--- config.mk ---
export PLATFORM = sky130hd
export DESIGN_NAME = led_play_arbiter
export DESIGN_NICKNAME = d
export VERILOG_FILES = /design/src/rtl/led_play_arbiter.sv
export SDC_FILE = /design/constraint.sdc
export NUM_CORES = 1
export LEC_CHECK = 0
export CORE_ASPECT_RATIO = 1.25
export CORE_MARGIN = 2
export CORE_UTILIZATION = 48
export DETAILED_ROUTE_END_ITERATION = 8
export PLACE_DENSITY_LB_ADDON = 0.1
export SYNTH_ARGS = -nofsm -noshare
export SYNTH_HDL_FRONTEND = slang
export SYNTH_SLANG_ARGS = --single-unit
--- constraint.sdc ---
create_clock -name clk -period 3.73 [get_ports clk]
set_input_delay 0.746 -clock clk [delete_from_list [all_inputs] [get_ports clk]]
set_output_delay 0.746 -clock clk [all_outputs]
set_load 0.01 [all_outputs]
--- src/rtl/led_play_arbiter.sv ---
// rtl/led_play_arbiter.sv - round-robin arbiter sharing one LED pattern sequencer between requesters
// Optional watchdog: define LED_ARB_TIMEOUT_EN to enable the WAIT-state timeout.
module led_play_arbiter #(
  parameter int NUM_REQ        = 4,
  parameter int IDW            = 2,
  parameter int TIMEOUT_CYCLES = 50000000,
  parameter int TW             = 26
) (
  input  logic               clk,
  input  logic               reset,
  input  logic [NUM_REQ-1:0] req,
  input  logic               led_end,
  output logic               led_on,
  output logic               busy,
  output logic [IDW-1:0]     grant_id,
  output logic [NUM_REQ-1:0] pending,
  output logic [NUM_REQ-1:0] ack,
  output logic               timeout
);

  typedef enum logic [1:0] {
    S_IDLE  = 2'd0,
    S_START = 2'd1,
    S_WAIT  = 2'd2,
    S_DONE  = 2'd3
  } state_t;

  state_t             r_state;
  state_t             w_next;

  logic [NUM_REQ-1:0] r_req_prev;
  logic [NUM_REQ-1:0] r_pending;
  logic [IDW-1:0]     r_grant_id;
  logic [IDW-1:0]     r_last;

  logic [NUM_REQ-1:0] w_rise;
  logic [NUM_REQ-1:0] w_clr;
  logic [NUM_REQ-1:0] w_ack_mask;
  logic [IDW-1:0]     w_sel;
  logic               w_any;
  logic               w_grant;
  logic               w_to_hit;
  logic               w_ack_en;

  assign w_rise     = req & ~r_req_prev;
  assign w_any      = |r_pending;
  assign w_grant    = (r_state == S_IDLE) && w_any;
  assign w_clr      = w_grant ? (NUM_REQ'(1) << w_sel) : '0;
  assign w_ack_mask = NUM_REQ'(1) << r_grant_id;

  assign grant_id   = r_grant_id;
  assign pending    = r_pending;

  // Round-robin pick: scan from farthest to nearest after r_last so the nearest pending index wins
  always_comb begin
    int                 idx;
    logic [NUM_REQ-1:0] shifted;
    w_sel   = r_last;
    idx     = 0;
    shifted = '0;
    for (int off = NUM_REQ; off >= 1; off--) begin
      idx = int'(r_last) + off;
      if (idx >= NUM_REQ) begin
        idx = idx - NUM_REQ;
      end
      shifted = r_pending >> idx;
      if (shifted[0]) begin
        w_sel = IDW'(idx);
      end
    end
  end

`ifdef LED_ARB_TIMEOUT_EN
  logic [TW-1:0] r_wd;
  logic          r_to_taken;

  assign w_to_hit = (r_wd == TW'(TIMEOUT_CYCLES - 1));
  assign w_ack_en = ~r_to_taken;

  // Watchdog: cleared while entering WAIT, counts each WAIT cycle
  always_ff @(posedge clk or posedge reset) begin
    if (reset) begin
      r_wd <= '0;
    end else if (r_state == S_START) begin
      r_wd <= '0;
    end else if (r_state == S_WAIT) begin
      r_wd <= r_wd + 1'b1;
    end
  end

  // Remember that DONE was reached through the watchdog so its ack is suppressed
  always_ff @(posedge clk or posedge reset) begin
    if (reset) begin
      r_to_taken <= 1'b0;
    end else begin
      r_to_taken <= timeout;
    end
  end
`else
  logic [TW-1:0] w_unused_limit;

  assign w_unused_limit = TW'(TIMEOUT_CYCLES - 1);
  assign w_to_hit       = 1'b0;
  assign w_ack_en       = 1'b1;
`endif

  // State register
  always_ff @(posedge clk or posedge reset) begin
    if (reset) begin
      r_state <= S_IDLE;
    end else begin
      r_state <= w_next;
    end
  end

  // Edge capture, pending flags (set wins over clear), grant index and round-robin pointer
  always_ff @(posedge clk or posedge reset) begin
    if (reset) begin
      r_req_prev <= '0;
      r_pending  <= '0;
      r_grant_id <= IDW'(NUM_REQ - 1);
      r_last     <= IDW'(NUM_REQ - 1);
    end else begin
      r_req_prev <= req;
      r_pending  <= (r_pending & ~w_clr) | w_rise;
      if (w_grant) begin
        r_grant_id <= w_sel;
        r_last     <= w_sel;
      end
    end
  end

  // Next state and outputs decoded from the state register
  always_comb begin
    w_next  = r_state;
    led_on  = 1'b0;
    busy    = 1'b0;
    ack     = '0;
    timeout = 1'b0;
    case (r_state)
      S_IDLE: begin
        if (w_any) begin
          w_next = S_START;
        end
      end
      S_START: begin
        led_on = 1'b1;
        busy   = 1'b1;
        w_next = S_WAIT;
      end
      S_WAIT: begin
        busy = 1'b1;
        if (led_end) begin
          w_next = S_DONE;
        end else if (w_to_hit) begin
          timeout = 1'b1;
          w_next  = S_DONE;
        end
      end
      S_DONE: begin
        if (w_ack_en) begin
          ack = w_ack_mask;
        end
        w_next = S_IDLE;
      end
      default: begin
        w_next = S_IDLE;
      end
    endcase
  end

endmodule

==> summary.txt <==
Timing
  – RSZ-0062 raised after global routing: false
  – Final worst path period share: 74.5%
  – Fmax: 360 MHz
  – Setup violators final: 0
  – Setup TNS: 0 ns
  – Worst Skew: 0.00636 ns
  – Final Worst Setup Slack: 0.951 ns
  – Fin. max-slew vios: 0
  – Hold Fails Final Rpt: 0
  – Min cycle time layout: 2.78 ns

Synth
  – Synthesized Nets: 106
  – Top FF cell, synth: dfrtp_1
  – Number of synthesized flops with an enable pin: 0
  – Yosys warns: 0
  – Sequential share of the synthesized area: 33.5%
  – Post-Synthesis Cells: 87
  – Fraction of registers with async set/reset: 100%
  – Synth cell types: 35
  – Synthesized area: 905 um2
  – FF+latch count, synth: 12
  – Syn_area_per_cell: 10.4 um2

Detailed routing
  – Via count: 705
  – DRT iter0 DRCs: 22
  – # DRC: 0
  – Routed Antenna Nets: 0
  – DRT Pass-1 Iters: 4
  – DR vias/cell: 5.64
  – Post-Route WL: 1700 um
  – WL/cell: 13.6 um

Worst setup path
  – Crit Path Max Fanout: 15
  – Path depth of the worst reg2reg path: 6
  – Setup crit end kind: output pin
  – Worst endpoint data arrival time: 2.03 ns
  – Worst Setup Start Kind: flop
  – Critical path type: reg2out
  – Worst endpoint required time: 2.98 ns

Floorplanning
  – Starting Density: 51.2%
  – Die W: 42.8 um
  – DIE AREA: 2250 um2
  – I/O pin cnt: 20
  – Die height: 52.5 um
  – Core area: 1770 um2
  – Row count: 17

Place
  – Pre-CTS WS: 1.17 ns
  – DP Area: 1090 um2
  – Detailed placement HPWL: 1320 um
  – Post-Place Cells: 121
  – Gpl congestion: 0.921
  – PortBufs: 18

Global routing
  – Vias in the first global route: 659
  – Initial antenna violation count: 0
  – Overall Global Routing Usage: 17.0%
  – Largest net degree at the start of global routing: 16
  – Global-route wire length before repair: 2910 um
  – GRT overflow: 0

Clocking
  – H-tree levels: 1
  – Clock Tree Buf Depth: 2
  – Skew-Pair Late Insertion Delay: 0.26 ns
  – CTS sink count: 12
  – Post-cts resize count: 0
  – Clock Root Buffer: clkbuf_4
  – CTS clock-pin slew for the worst setup and hold paths: 0.07 ns
  – Total CTS buffers: 3
  – CTS Hold Bufs: 0
  – Setup bufs post-CTS: 0
  – CTS tree: built

Cells and area
  – Final Cell Area: 1110 um2
  – NumNets Final: 126
  – Antenna cell count: 0
  – Share of layout cells above drive strength 1: 11.3%
  – Commonest non-fill, non-tap cell in the layout: clkdlybuf4s50_1
  – Non-filler instance count after layout: 125
  – Synth-to-Final Area Change: 23.0%
  – Fill cells: 157
  – Final core occ: 63.0%
  – Most frequent cells in the layout: clkdlybuf4s50_1 (18), ha_1 (12), dfrtp_1 (10)

Power
  – Worst IR Drop VDD: 527 uV
  – Leak: 0.476 nW
  – PD cells: 881 nW/um2

Run
  – Max Cap Viol: 0

Worst hold path
  – Hold Path Cell Cnt: 1
  – Hold WC Path Type: reg2reg

Outcome
  – Outcome: finished clean
synthesized netlist by cell type (2+ instances only):
| cell | number | area, um2 |
|---|---|---|
| nor2_1 | 3 | 11.3 |
| dfstp_2 | 2 | 52.6 |
| and2_1 | 4 | 25.0 |
| a21oi_1 | 2 | 10.0 |
| nand2b_1 | 5 | 31.3 |
| o32a_1 | 2 | 20.0 |
| and3_1 | 2 | 12.5 |
| o21ai_0 | 3 | 15.0 |
| nand2_1 | 3 | 11.3 |
| inv_1 | 7 | 26.3 |
| mux2_2 | 3 | 33.8 |
| dfrtp_1 | 10 | 250 |
| ha_1 | 12 | 150 |
| nor2b_1 | 4 | 25.0 |
| xnor2_1 | 3 | 26.3 |
| a41oi_1 | 2 | 17.5 |
| a32oi_1 | 2 | 17.5 |
worst paths after layout:
path                             from  slack [ns]             to
max                         r_last[0]        0.95         ack[2]
min                        r_state[0]        0.57     r_state[0]
max reg2reg                 r_last[0]        1.18     pending[2]
min reg2reg                r_state[0]        0.57     r_state[0]
max in group asynchronous       reset        2.60      r_last[1]
min in group asynchronous       reset        0.79  r_req_prev[2]
kinds of logic after synthesis:
family                   share of synthesized area [%]
AND/OR/NAND/NOR                                   16.9
AO/OA/AOI/OAI                                     15.8
adder cells (fa/ha/maj)                           16.6
flip-flops                                        33.5
buffers and inverters                             5.39
multiplexers                                      8.57
XOR/XNOR                                          2.91
other                                            0.415
routing by layer:
layer,up-vias,track usage (%),wire length (um)
met5,-,0,0
met4,0,9.90,33
met3,4,2.41,64
met2,22,24.0,782
met1,324,24.5,817
li1,355,-,-
cell type report:
type                            instances  area, um2  share of cell area, %
Multi-Input combinational cell         65        553                   49.7
Sequential cell                        12        303                   27.2
Timing Repair Buffer                   18        180                   16.2
Clock buffer                            4       26.3                   2.36
Inverter                                7       26.3                   2.36
Tap cell                               19       23.8                   2.14
report_power, final:
group          total [mW]  switching (mW)  internal [mW]
Clock              0.0764          0.0352         0.0412
Sequential          0.271          0.0883          0.183
Combinational       0.633           0.309          0.324
Total               0.980           0.433          0.547
registers in the layout, indices dropped and copies added, names as in the netlist:
register and flops:
r_req_prev 4, r_state 2, pending 4, r_last 2
through the flow:
step / total power, mW / hold slack (ns)
finish: 0.980 / 0.565
floorplan: 0.713 / 0.517
global route: 1.08 / 0.597
CTS: 0.990 / 0.569
global placement: 0.893 / 0.555
detailed placement: 0.905 / 0.553
critical path, stage by stage (launching register included):
cell             delay (ns)
dfstp_2                0.72
inv_1                  0.21
ha_1                   0.23
and2_1                 0.15
clkdlybuf4s50_1        0.47
Note: power is estimated with default switching activity, not from simulation.
